--- src/rtl/gpu_reg_pkg.sv ---
// Shared constants, FSM state types and decode types for the GPU AXI4-Lite register file.
package gpu_reg_pkg;

  localparam logic [11:0] CTRL_BASE       = 12'h000;
  localparam logic [11:0] STATUS_BASE     = 12'h100;
  localparam logic [11:0] IRQ_PENDING_OFS = 12'h200;
  localparam logic [11:0] IRQ_ENABLE_OFS  = 12'h204;
  localparam logic [11:0] ID_OFS          = 12'h208;

  localparam logic [1:0] RESP_OKAY   = 2'b00;
  localparam logic [1:0] RESP_SLVERR = 2'b10;

  typedef enum logic {W_IDLE, W_RESP} wr_state_e;
  typedef enum logic {R_IDLE, R_DATA} rd_state_e;

  typedef enum logic [2:0] {
    SEL_NONE,
    SEL_CTRL,
    SEL_STATUS,
    SEL_PEND,
    SEL_EN,
    SEL_ID
  } sel_e;

  typedef struct packed {
    sel_e       sel;
    logic [5:0] idx;
  } dec_t;

  // Expand the four byte strobes into a 32-bit bit mask.
  function automatic logic [31:0] strb_mask(input logic [3:0] strb);
    return {{8{strb[3]}}, {8{strb[2]}}, {8{strb[1]}}, {8{strb[0]}}};
  endfunction

endpackage

--- src/rtl/gpu_irq_ctrl.sv ---
// Sticky interrupt pending/enable registers with set-over-clear priority and a level irq output.
module gpu_irq_ctrl
  #(
    parameter int NUM_IRQ = 8
  )
  (
    input  logic               clk,
    input  logic               rst_n,
    input  logic [NUM_IRQ-1:0] irq_event,
    input  logic [NUM_IRQ-1:0] w1c_mask,
    input  logic               en_we,
    input  logic [NUM_IRQ-1:0] en_wdata,
    input  logic [NUM_IRQ-1:0] en_wmask,
    output logic [NUM_IRQ-1:0] pending,
    output logic [NUM_IRQ-1:0] enable,
    output logic               irq
  );

  always_ff @(posedge clk or negedge rst_n) begin
    if (!rst_n) begin
      pending <= '0;
      enable  <= '0;
    end else begin
      // An event arriving in the same cycle as its clear keeps the bit set.
      pending <= (pending & ~w1c_mask) | irq_event;
      if (en_we) begin
        enable <= (enable & ~en_wmask) | (en_wdata & en_wmask);
      end
    end
  end

  assign irq = |(pending & enable);

endmodule

--- src/rtl/gpu_axi_reg_file.sv ---
// AXI4-Lite slave register file: CTRL (RW), STATUS (RO), IRQ pending/enable and ID.
// Optional macro GPU_REG_CTRL_PULSE_EN makes CTRL[0] a self-clearing strobe register.
module gpu_axi_reg_file
  import gpu_reg_pkg::*;
  #(
    parameter int ADDR_WIDTH = 12,
    parameter int NUM_CTRL   = 4,
    parameter int NUM_STATUS = 4,
    parameter int NUM_IRQ    = 8
  )
  (
    input  logic                    s_axi_aclk,
    input  logic                    s_axi_aresetn,
    input  logic [ADDR_WIDTH-1:0]   S_AXI_awaddr,
    input  logic                    S_AXI_awvalid,
    output logic                    S_AXI_awready,
    input  logic [31:0]             S_AXI_wdata,
    input  logic [3:0]              S_AXI_wstrb,
    input  logic                    S_AXI_wvalid,
    output logic                    S_AXI_wready,
    output logic [1:0]              S_AXI_bresp,
    output logic                    S_AXI_bvalid,
    input  logic                    S_AXI_bready,
    input  logic [ADDR_WIDTH-1:0]   S_AXI_araddr,
    input  logic                    S_AXI_arvalid,
    output logic                    S_AXI_arready,
    output logic [31:0]             S_AXI_rdata,
    output logic [1:0]              S_AXI_rresp,
    output logic                    S_AXI_rvalid,
    input  logic                    S_AXI_rready,
    input  logic [32*NUM_STATUS-1:0] gpu_status,
    output logic [32*NUM_CTRL-1:0]  gpu_control,
    input  logic [NUM_IRQ-1:0]      irq_event,
    output logic                    irq
  );

`ifdef GPU_REG_CTRL_PULSE_EN
  localparam int CTRL_FIRST = 1;
`else
  localparam int CTRL_FIRST = 0;
`endif

  localparam logic [31:0] ID_VALUE =
    {8'(NUM_IRQ), 8'(NUM_STATUS), 8'(NUM_CTRL), 8'h01};

  function automatic dec_t decode(input logic [ADDR_WIDTH-1:0] addr);
    dec_t        d;
    logic [31:0] a;
    logic [31:0] ofs_c;
    logic [31:0] ofs_s;
    a     = 32'(addr) & 32'hFFFF_FFFC;
    ofs_c = a - 32'(CTRL_BASE);
    ofs_s = a - 32'(STATUS_BASE);
    d.sel = SEL_NONE;
    d.idx = '0;
    // Subtracting the base first makes addresses below the base wrap out of range.
    if (ofs_c < 32'(4 * NUM_CTRL)) begin
      d.sel = SEL_CTRL;
      d.idx = 6'(ofs_c >> 2);
    end else if (ofs_s < 32'(4 * NUM_STATUS)) begin
      d.sel = SEL_STATUS;
      d.idx = 6'(ofs_s >> 2);
    end else if (a == 32'(IRQ_PENDING_OFS)) begin
      d.sel = SEL_PEND;
    end else if (a == 32'(IRQ_ENABLE_OFS)) begin
      d.sel = SEL_EN;
    end else if (a == 32'(ID_OFS)) begin
      d.sel = SEL_ID;
    end
    return d;
  endfunction

  wr_state_e          w_state, w_next;
  rd_state_e          r_state, r_next;
  logic               w_fire;
  logic               ar_fire;
  logic               arready_q;
  dec_t               w_dec;
  dec_t               r_dec;
  logic [31:0]        wmask;
  logic               ctrl_we;
  logic [31:0]        ctrl_q [NUM_CTRL];
  logic [31:0]        rd_value;
  logic               rd_err;
  logic [NUM_IRQ-1:0] irq_pending;
  logic [NUM_IRQ-1:0] irq_enable;
  logic [NUM_IRQ-1:0] w1c_mask;

  assign w_dec   = decode(S_AXI_awaddr);
  assign r_dec   = decode(S_AXI_araddr);
  assign wmask   = strb_mask(S_AXI_wstrb);
  assign ctrl_we = w_fire && (w_dec.sel == SEL_CTRL);

  // ---------------- write channel ----------------
  always_comb begin
    // NOTE: every output of this block gets a default first so no latch is inferred.
    w_next        = w_state;
    S_AXI_awready = 1'b0;
    S_AXI_wready  = 1'b0;
    w_fire        = 1'b0;
    case (w_state)
      W_IDLE: begin
        if (S_AXI_awvalid && S_AXI_wvalid) begin
          S_AXI_awready = 1'b1;
          S_AXI_wready  = 1'b1;
          w_fire        = 1'b1;
          w_next        = W_RESP;
        end
      end
      W_RESP: begin
        if (S_AXI_bready) begin
          w_next = W_IDLE;
        end
      end
      default: w_next = W_IDLE;
    endcase
  end

  always_ff @(posedge s_axi_aclk or negedge s_axi_aresetn) begin
    if (!s_axi_aresetn) begin
      w_state     <= W_IDLE;
      S_AXI_bresp <= RESP_OKAY;
    end else begin
      w_state <= w_next;
      if (w_fire) begin
        S_AXI_bresp <= (w_dec.sel inside {SEL_CTRL, SEL_PEND, SEL_EN}) ? RESP_OKAY : RESP_SLVERR;
      end
    end
  end

  assign S_AXI_bvalid = (w_state == W_RESP);

  // NOTE: the control array is a bank of flops driving the GPU, not a RAM, so every word is reset.
  always_ff @(posedge s_axi_aclk or negedge s_axi_aresetn) begin
    if (!s_axi_aresetn) begin
      for (int i = 0; i < NUM_CTRL; i++) begin
        ctrl_q[i] <= '0;
      end
    end else begin
`ifdef GPU_REG_CTRL_PULSE_EN
      ctrl_q[0] <= (ctrl_we && w_dec.idx == 6'd0) ? (S_AXI_wdata & wmask) : '0;
`endif
      for (int i = CTRL_FIRST; i < NUM_CTRL; i++) begin
        if (ctrl_we && w_dec.idx == 6'(i)) begin
          ctrl_q[i] <= (ctrl_q[i] & ~wmask) | (S_AXI_wdata & wmask);
        end
      end
    end
  end

  for (genvar g = 0; g < NUM_CTRL; g++) begin : g_ctrl_out
    assign gpu_control[32*g +: 32] = ctrl_q[g];
  end

  // ---------------- interrupts ----------------
  assign w1c_mask = (w_fire && w_dec.sel == SEL_PEND) ? NUM_IRQ'(S_AXI_wdata & wmask) : '0;

  gpu_irq_ctrl #(.NUM_IRQ(NUM_IRQ)) u_irq (
    .clk       (s_axi_aclk),
    .rst_n     (s_axi_aresetn),
    .irq_event (irq_event),
    .w1c_mask  (w1c_mask),
    .en_we     (w_fire && w_dec.sel == SEL_EN),
    .en_wdata  (NUM_IRQ'(S_AXI_wdata)),
    .en_wmask  (NUM_IRQ'(wmask)),
    .pending   (irq_pending),
    .enable    (irq_enable),
    .irq       (irq)
  );

  // ---------------- read channel ----------------
  always_comb begin
    rd_value = '0;
    rd_err   = 1'b0;
    case (r_dec.sel)
      SEL_CTRL: begin
        for (int i = 0; i < NUM_CTRL; i++) begin
          if (r_dec.idx == 6'(i)) rd_value = ctrl_q[i];
        end
      end
      SEL_STATUS: begin
        for (int i = 0; i < NUM_STATUS; i++) begin
          if (r_dec.idx == 6'(i)) rd_value = gpu_status[32*i +: 32];
        end
      end
      SEL_PEND: rd_value = 32'(irq_pending);
      SEL_EN:   rd_value = 32'(irq_enable);
      SEL_ID:   rd_value = ID_VALUE;
      default:  rd_err   = 1'b1;
    endcase
  end

  assign ar_fire = arready_q && S_AXI_arvalid;

  always_comb begin
    r_next = r_state;
    case (r_state)
      R_IDLE:  if (ar_fire) r_next = R_DATA;
      R_DATA:  if (S_AXI_rready) r_next = R_IDLE;
      default: r_next = R_IDLE;
    endcase
  end

  // arready is registered so it stays low while reset is asserted.
  always_ff @(posedge s_axi_aclk or negedge s_axi_aresetn) begin
    if (!s_axi_aresetn) begin
      r_state     <= R_IDLE;
      arready_q   <= 1'b0;
      S_AXI_rdata <= '0;
      S_AXI_rresp <= RESP_OKAY;
    end else begin
      r_state   <= r_next;
      arready_q <= (r_next == R_IDLE);
      if (ar_fire) begin
        S_AXI_rdata <= rd_value;
        S_AXI_rresp <= rd_err ? RESP_SLVERR : RESP_OKAY;
      end
    end
  end

  assign S_AXI_arready = arready_q;
  assign S_AXI_rvalid  = (r_state == R_DATA);

endmodule

--- config.mk ---
export PLATFORM = sky130hd
export DESIGN_NAME = gpu_axi_reg_file
export DESIGN_NICKNAME = d
export VERILOG_FILES = /design/src/rtl/gpu_reg_pkg.sv /design/src/rtl/gpu_irq_ctrl.sv /design/src/rtl/gpu_axi_reg_file.sv
export SDC_FILE = /design/constraint.sdc
export NUM_CORES = 1
export LEC_CHECK = 0
export BUFFER_PORTS_ARGS = -buffer_cell sky130_fd_sc_hd__buf_2
export CELL_PAD_IN_SITES_DETAIL_PLACEMENT = 2
export CELL_PAD_IN_SITES_GLOBAL_PLACEMENT = 2
export CORE_UTILIZATION = 32
export DETAILED_ROUTE_END_ITERATION = 12
export HOLD_SLACK_MARGIN = 0.1
export PLACE_DENSITY_LB_ADDON = 0.1
export SLEW_MARGIN = 10
export SYNTH_ARGS = -nofsm -noshare
export SYNTH_HDL_FRONTEND = slang
export SYNTH_SLANG_ARGS = --single-unit
export TNS_END_PERCENT = 5
--- constraint.sdc ---
create_clock -name s_axi_aclk -period 4.06 [get_ports s_axi_aclk]
set_input_delay 0 -clock s_axi_aclk [delete_from_list [all_inputs] [get_ports s_axi_aclk]]
set_output_delay 0 -clock s_axi_aclk [all_outputs]
set_load 0.1 [all_outputs]
; Word level (Yosys, flattened, before mapping)
; Index checks and enable logic that the tools add are counted.
; Widths: inputs -> output; s select.
[word_totals]
elab_cells = 104
inputBits = 203
register_bits = 183
output_inout_bits = 170
[op_classes]
magnitude_cmp = 4
bitwise = 21
addsub = 2
n_eq_ne = 20
n_reduce_logical = 14
mux = 31
[op_table]
columns = operator, n
row1 = $mux 32, 8
row2 = $and 32x32->32, 5
row3 = $pmux 32 s5, 1
row4 = $or 32x32->32, 4
row5 = $lt 32x5->1 const B, 2
row6 = $eq 10x8->1 const B, 6
row7 = $and 8x8->8, 4
row8 = $not 32->32, 1
row9 = $sub 12x9->13 const B, 2
row10 = $eq 6x2->1 const B, 4
row11 = $lt 12x5->1 const B, 2
row12 = $mux 3, 8
row13 = $mux 9, 2
row14 = $not 8->8, 2
row15 = $or 8x8->8, 2
row16 = $eq 6x1->1 const B, 2
row17 = $logic_not 6->1, 2
row18 = $mux 6, 2
row19 = $eq 3x2->1 const B, 3
row20 = $eq 3x3->1 const B, 3
row21 = $logic_and 1x1->1, 9
row22 = $mux 8, 1
row23 = $reduce_or 8->1, 1
row24 = $eq 3x1->1 const B, 2
row25 = other kinds (6), 14

; Logic depth before layout (Yosys ltp)
; Gate-level depths: netlist of run 1.
[depth]
word_depth = 12
depth_mapped = 8
ltp_nobuf = 5

; Modules after synthesis
; A second synthesis of run 1 with hierarchy kept.
[hier_totals]
hier_cells = 860
area_unflattened_um2 = 9275.1
[modules_own_cells]
columns = module, area_each_um2, n_inst, cells_each, seq_area_each_um2
row1 = gpu_axi_reg_file, 8587.0, 1, 806, 4129.0
row2 = gpu_irq_ctrl, 688.2, 1, 54, 400.4

; Worst setup path before layout of run 1
; Ideal clock, no wire load.
[synth_path]
path_kind = register to register
startpoint = reg w_state, in the netlist S_AXI_bvalid
endpoint = reg with a tool-made name
setup_ps = 126
n_path_buf = 1
synth_period_minus_slack_ps = 2441
t_arrival_ps = 2315
setup_slack_ps = 1619
stages_incl_launch_ff = 7
t_required_ps = 3934
cell_sequence = dfrtp_1 -> nand3b_2 -> nor4_4 -> and2_1 -> buf_2 -> nand3_2 -> mux2_2
[synth_lines]
columns = item, line
row1 = start: declaration, gpu_axi_reg_file.sv:73  ; wr_state_e w_state, w_next;
row2 = start signal: assignment, gpu_axi_reg_file.sv:124  ; w_state <= w_next;

; Worst setup path after layout of run 1
[layout_path]
startpoint = in S_AXI_araddr[9]
endpoint = reg S_AXI_rdata[13]
[layout_via]
elab_chain_cells = 10
word_cells_on_any_way = 30
cone_classes = 1 x add/sub / 2 x order compare / 11 x eq/ne / 15 x mux / 1 x reduce/logical
[layout_rtl]
columns = item, line
row1 = start: declaration, gpu_axi_reg_file.sv:24  ; input logic [ADDR_WIDTH-1:0] S_AXI_araddr,
row2 = $sub 12x9->13, gpu_axi_reg_file.sv:53  ; ofs_s = a - 32'(STATUS_BASE);
row3 = $lt 32x5->1, gpu_axi_reg_file.sv:60  ; end else if (ofs_s < 32'(4 * NUM_STATUS)) begin
row4 = $mux 6, gpu_axi_reg_file.sv:60
row5 = $mux 9 *, gpu_axi_reg_file.sv:57  ; if (ofs_c < 32'(4 * NUM_CTRL)) begin
row6 = $logic_not 6->1, "gpu_axi_reg_file.sv:178, gpu_axi_reg_file.sv:183"
row7 = $mux 32 (on tied branches) (4 in a row), "gpu_axi_reg_file.sv:183, gpu_axi_reg_file.sv:178"
row8 = $pmux 32 s5 *, gpu_axi_reg_file.sv:175  ; case (r_dec.sel)
row9 = end signal: assignment, gpu_axi_reg_file.sv:215  ; S_AXI_rdata <= rd_value;
row10 = end: declaration, gpu_axi_reg_file.sv:27  ; output logic [31:0] S_AXI_rdata,
; Every way passes the cells marked *; elsewhere a longest branch is shown, timed or not.
; A chain may end at the register's enable or synchronous reset.

==> results of run 1 <==
## layout make-up
type / count / area [µm²]
clock buffers: 18 / 429
well taps: 384 / 480
clock inverters: 14 / 161
multi-input cells: 604 / 4730
flip-flops and latches: 181 / 4530
fillers: 3147 / 15700
repair buffers: 481 / 2980
diodes: 6 / 15.0
inverters: 8 / 30.0
## per-stage QoR
| stage | instance area, µm² | utilization | total power [mW] | setup WS, ps |
|---|---|---|---|---|
| floorplan | 9560 | - | 2.52 | 1620 |
| global placement | 11700 | 0.404 | 2.82 | 1290 |
| detailed placement | 11700 | 0.404 | 2.84 | 1210 |
| CTS | 13300 | 0.460 | 4.63 | 1150 |
| global route | 13400 | 0.460 | 4.73 | 976 |
| finish | 13400 | 0.460 | 4.58 | 1080 |
## cells in the final DEF (no fill, tap or decap), types with 4 or more instances in the layout
cell / n
clkinv_8: 4
a21boi_0: 5
o2bb2ai_1: 8
nor3_1: 9
o31a_1: 10
o21ai_0: 17
buf_4: 11
nand3_2: 4
o22ai_1: 9
o211ai_1: 12
or4_1: 4
nand2_1: 52
nand2b_1: 15
a22oi_1: 8
o2111ai_1: 5
a32oi_1: 4
and3_1: 4
a31oi_1: 9
nor2b_1: 7
mux2i_1: 31
diode_2: 6
inv_1: 6
buf_2: 364
mux2_2: 150
nor2_1: 37
nand3_1: 9
a21oi_1: 62
clkbuf_16: 17
a21o_1: 29
nand2_2: 13
dlygate4sd3_1: 104
dfrtp_1: 181
a211o_1: 5
o221ai_1: 19
inv_8: 4
## synth_stat cells, types with 5 or more instances
| master | number | share of area |
|---|---|---|
| buf_2 | 18 | 0.0094 |
| nor2b_1 | 7 | 0.0046 |
| buf_1 | 7 | 0.0027 |
| a22oi_1 | 8 | 0.0063 |
| o221ai_1 | 19 | 0.017 |
| a21oi_1 | 62 | 0.032 |
| dfrtp_1 | 181 | 0.47 |
| o2bb2ai_1 | 8 | 0.0073 |
| a31oi_1 | 9 | 0.0059 |
| nand2_1 | 53 | 0.021 |
| nand2b_1 | 15 | 0.0098 |
| a21boi_0 | 5 | 0.0039 |
| nand2_2 | 12 | 0.0079 |
| a21o_1 | 29 | 0.023 |
| o2111ai_1 | 5 | 0.0046 |
| clkbuf_1 | 32 | 0.013 |
| nand3_1 | 9 | 0.0047 |
| o21ai_0 | 17 | 0.0089 |
| mux2_2 | 150 | 0.18 |
| o31a_1 | 10 | 0.0092 |
| o22ai_1 | 9 | 0.0059 |
| mux2i_1 | 31 | 0.032 |
| a211o_1 | 5 | 0.0046 |
| nor2_1 | 37 | 0.015 |
| o211ai_1 | 12 | 0.0094 |
| inv_1 | 7 | 0.0027 |
| nor3_1 | 9 | 0.0047 |
## layer usage
| metal | GRT usage | vias to the layer above | wire length (µm) |
|---|---|---|---|
| met5 | 0 | - | 10 |
| met4 | 0.110 | 2 | 1230 |
| met3 | 0.0507 | 59 | 2150 |
| met2 | 0.500 | 307 | 21900 |
| met1 | 0.347 | 4706 | 18000 |
| li1 | - | 4091 | - |
## critical path: stages
cell and delay [ps]:
dlygate4sd3_1 560, buf_2 280, o21ba_2 470, and3_1 680, buf_4 360, o211ai_1 140
o2bb2ai_1 170, dlygate4sd3_1 560, o31a_1 120
## worst min-delay path by stage
stage / from / end / slack (ps) / depth (start not counted)
6_report: gpu_status[64] / S_AXI_rdata[0] / 120 / 4
3_5_place_dp: s_axi_aresetn / asynchronous set/reset pin / 180 / 1
5_1_grt: gpu_status[66] / S_AXI_rdata[2] / 140 / 4
4_1_cts: gpu_status[98] / S_AXI_rdata[2] / 110 / 4
2_1_floorplan: s_axi_aresetn / S_AXI_arready / -300 / 0
3_3_place_gp: s_axi_aresetn / asynchronous set/reset pin / 170 / 1
## cells by family after synthesis
group	synth area share
AOI/OAI and AO/OA	0.171
buffers and inverters	0.0322
DFF	0.474
muxes	0.214
other	0.000392
and+or+nand+nor	0.109
## power by group
part | total (mW) | internal, mW | switching (mW)
clock network | 1.70 | 0.831 | 0.872
registers | 1.88 | 1.85 | 0.0301
logic | 0.995 | 0.275 | 0.719
==> flow_summary.toml, run 1 <==
[global_route]
grt_use_total = 0.285
overflow = 0
grt_pass1_vias = 10300
grt_max_degree = 101
grt_pass1_wl_um = 65200
antenna_found_initial = 7

[clock_network]
worst_skew_pair.late_latency_ps = 450
clkSinkCount = 181
root_buffer = "clkbuf_16"
cts-buffers-inserted = 17
cts-htree-levels = 4
path_clk_slew_ps = 80
post_cts_buffers = 0
cts.hold.buffers_added = 104
ctsResizeCount = 0
cts_tree = "done"
clockBufferDepth = 2

[floorplan]
dieArea_um2 = 30600
core_um2 = 29000
die_w_um = 175
fp-row-count = 62
pin_count = 373
die_h_um = 175
initial_core_util = 0.329

[status]
status = "finished, final reports clean"

[routing]
drt-initial-drc-count = 452
vias = 9165
wl_per_cell_um = 25.5
wirelength_um = 43200
drt-pass1-iter-count = 5
ant_nets = 0
drc_errors = 0
viasPerCell = 5.40

[critical_path]
cp-end-kind = "flip-flop"
reg2reg_depth = 5
reg2reg_slack_ps = 1300
path_max_fanout = 21
r2r_end = "S_AXI_rdata[16]"
worstPathArrival_ps = 3360
worstSetupStartpoint = "S_AXI_araddr[9]"
path_class = "in -> reg"
worstPathRequired_ps = 4440
rr_startpoint = "S_AXI_arready"
critPathCapture = "S_AXI_rdata[13]"
start_kind = "input port"

[placed_design]
dp_hpwl_um = 30800
routabilityCongestion = 0.802
port-buffer-count = 366
dp_cells = 1554

[yosys]
synth_cell_type_count = 70
synth-edff-count = 0
syn_area_per_cell_um2 = 11.2
ys_seq_area_frac = 0.474
synth_warnings = 0
synthFlopType = "dfrtp_1"
syn_area_um2 = 9560
synth_cells = 854
ys_ff_latch = 181
ys_async_sr_fraction = 1.00

[hold_path]
hold_path_class = "in -> reg"

[sta]
clock-skew-final_ps = 13.6
whs_ps = 121
setup_viol = 0
timing.fmax_ghz = 0.336
rsz0062_at_grt = "false"
tns_ps = 0
period_minus_slack_ps = 2980
slew_violations = 0
relSlewSlack = 0.410
worstMarginPinSlew_ps = 884
period_share = 0.733
hold_viol_final = 0

[power]
peakVddDrop_v = 0.000188
power_density_nw_per_um2 = 343
leakage_nw = 6.77

[layout]
layout.cells.non_filler = 1696
synthToLayoutAreaGrowth_pct = 39.8
drive_gt1_frac = 0.454
nets = 1496

[job]
drv_cap = 0
Note: power is estimated with default switching activity, not from simulation.
==> run 2, diff against run 1 <==
--- a/config.mk
+++ b/config.mk
@@ -8,7 +8,7 @@
 export BUFFER_PORTS_ARGS = -buffer_cell sky130_fd_sc_hd__buf_2
 export CELL_PAD_IN_SITES_DETAIL_PLACEMENT = 2
 export CELL_PAD_IN_SITES_GLOBAL_PLACEMENT = 2
-export CORE_UTILIZATION = 32
+export CORE_UTILIZATION = 27
 export DETAILED_ROUTE_END_ITERATION = 12
 export HOLD_SLACK_MARGIN = 0.1
 export PLACE_DENSITY_LB_ADDON = 0.1
==> constraint.sdc (replaced) <==
create_clock -name s_axi_aclk -period 2.7 [get_ports s_axi_aclk]
set_input_delay 0 -clock s_axi_aclk [delete_from_list [all_inputs] [get_ports s_axi_aclk]]
set_output_delay 0 -clock s_axi_aclk [all_outputs]
set_load 0.1 [all_outputs]
==> run 2 against run 1 <==
Combinational power is 56% higher. Clock skew fell by 4.7 ps. First-iteration DRC count decreased by 20%. Via count up 0.19%. Count of clock-buffer cells in the layout rose by 2. Core utilization fell by 6.3 points. Register-to-register slack got worse by 1100 ps. Total power rose by 54%. Non-clock buffer count increased by 38. Worst setup slack got worse by 950 ps. Worst hold slack worse by 36 ps. Routed wire length grew 4.0%.
==> flow_summary.toml, run 2 (same netlist as run 1, synthesis figures left out) <==
[status]
status = "finished, final reports clean"

[routing]
wirelength_um = 44900
met2_length_um = 22200
wl_per_cell_um = 25.0
viasPerCell = 5.11
top_layer = "met4"
drc_errors = 0
drt-pass1-iter-count = 4
wl_met1_um = 20000
wl_met3_um = 1950
vias = 9182
ant_nets = 0
drt-initial-drc-count = 363

[sta]
hold_viol_final = 0
period_minus_slack_ps = 2560
tns_ps = 0
timing.fmax_ghz = 0.390
clock-skew-final_ps = 8.95
slew_violations = 0
rsz0062_at_grt = "false"
setup_viol = 0
worstMarginPinSlew_ps = 758
period_share = 0.949
relSlewSlack = 0.495

[floorplan]
initial_core_util = 0.275
die_w_um = 190
die_h_um = 190
dieArea_um2 = 36200
pin_count = 373
fp-row-count = 68
core_um2 = 34700

[job]
drv_cap = 0

[power]
peakVddDrop_v = 0.000471
power_density_nw_per_um2 = 511
leakage_nw = 6.97

[global_route]
grt_use_total = 0.251
grt_pass1_wl_um = 66400
grt_max_degree = 59
overflow = 0
antenna_found_initial = 2
grt_pass1_vias = 10200

[clock_network]
path_clk_slew_ps = 70
clkSinkCount = 181
clockBufferDepth = 2
cts_tree = "done"
worst_skew_pair.late_latency_ps = 450
post_cts_buffers = 0
cts-htree-levels = 4
root_buffer = "clkbuf_16"
cts-buffers-inserted = 17

[layout]
nets = 1534
synthToLayoutAreaGrowth_pct = 44.4
fillCellCount = 3820
layout.cells.non_filler = 1798
mostFrequentLayoutCell = "buf_2"
final_cell_mix = "buf_2 (364), dfrtp_1 (181), mux2_2 (150), dlygate4sd3_1 (113), a21oi_1 (62)"
drive_gt1_frac = 0.465

[critical_path]
worstPathArrival_ps = 2950
slowest_delay_ps = 600
path_max_fanout = 26
start_kind = "input port"
path_cells = "buf_4 > buf_4 > nor2b_2 > a21oi_1 > o21ai_0 > o22ai_1 > dlygate4sd3_1 > o41ai_1 > dlygate4sd3_1"
path_class = "in -> reg"
worstPathRequired_ps = 3090
cp-end-kind = "flip-flop"
critPathSlowestCell = "dlygate4sd3_1"

[placed_design]
dp_cells = 1654
routabilityCongestion = 0.799
dp_hpwl_um = 33100
port-buffer-count = 366

[hold_path]
hold_path_class = "in -> async"
run 2: path summary, 6_finish.rpt:
kind	endpoint	slack, ps	start	cells after the start
worst min register to register	S_AXI_rdata[30]	490	S_AXI_rdata[30]	2
worst min-delay path	asynchronous set/reset pin	80	s_axi_aresetn	2
worst max-delay path	S_AXI_rdata[28]	140	S_AXI_araddr[2]	9
max in group asynchronous	S_AXI_rdata[21]	1770	s_axi_aresetn	3
min in group s_axi_aclk	S_AXI_rdata[10]	110	gpu_status[10]	4
worst max register to register	u_irq.pending[0]	200	S_AXI_bvalid	6
run 2: metrics by stage:
stage	util	total power [mW]	area (µm²)	hold slack, ps	setup slack [ps]
floorplan	-	3.79	9560	-296	259
global placement	0.347	4.30	12000	21.1	442
detailed placement	0.347	4.32	12000	25.1	392
CTS	0.397	7.16	13800	100	74.9
global route	0.398	7.32	13800	109	20.3
finish	0.398	7.06	13800	84.8	137
run 2: area by class of cell:
class	count	area, µm²	area share
multi-input cells	604	4750	0.344
clock buffers	20	467	0.0338
flip-flops and latches	181	4530	0.328
well taps	455	569	0.0412
clock inverters	10	145	0.0105
diodes	1	2.50	0.000181
repair buffers	519	3310	0.240
inverters	8	30.0	0.00218
run 2: what timing repair did:
action,CTS,global route
hold endpoints to repair,337,0
resized for setup,0,4
endpoints found under the setup margin,0,3
hold buffers,113,0
run 2: worst max-delay path, delay by kind of cell:
kind	cells	cell delay [ps]
buf+inv	4	1850
simple gates	1	400
compound gates	4	680
run 2: power breakdown:
part           leakage (nW)  switching [mW]  internal (mW)
Clock                 0.295            1.16           1.53
Sequential             2.45          0.0450           2.78
Combinational          4.23            1.10          0.453
run 2: metal layers:
layer,up-vias,track usage
met5,-,0
met4,0,0.0643
met3,43,0.0422
met2,259,0.435
met1,4734,0.323
li1,4146,-
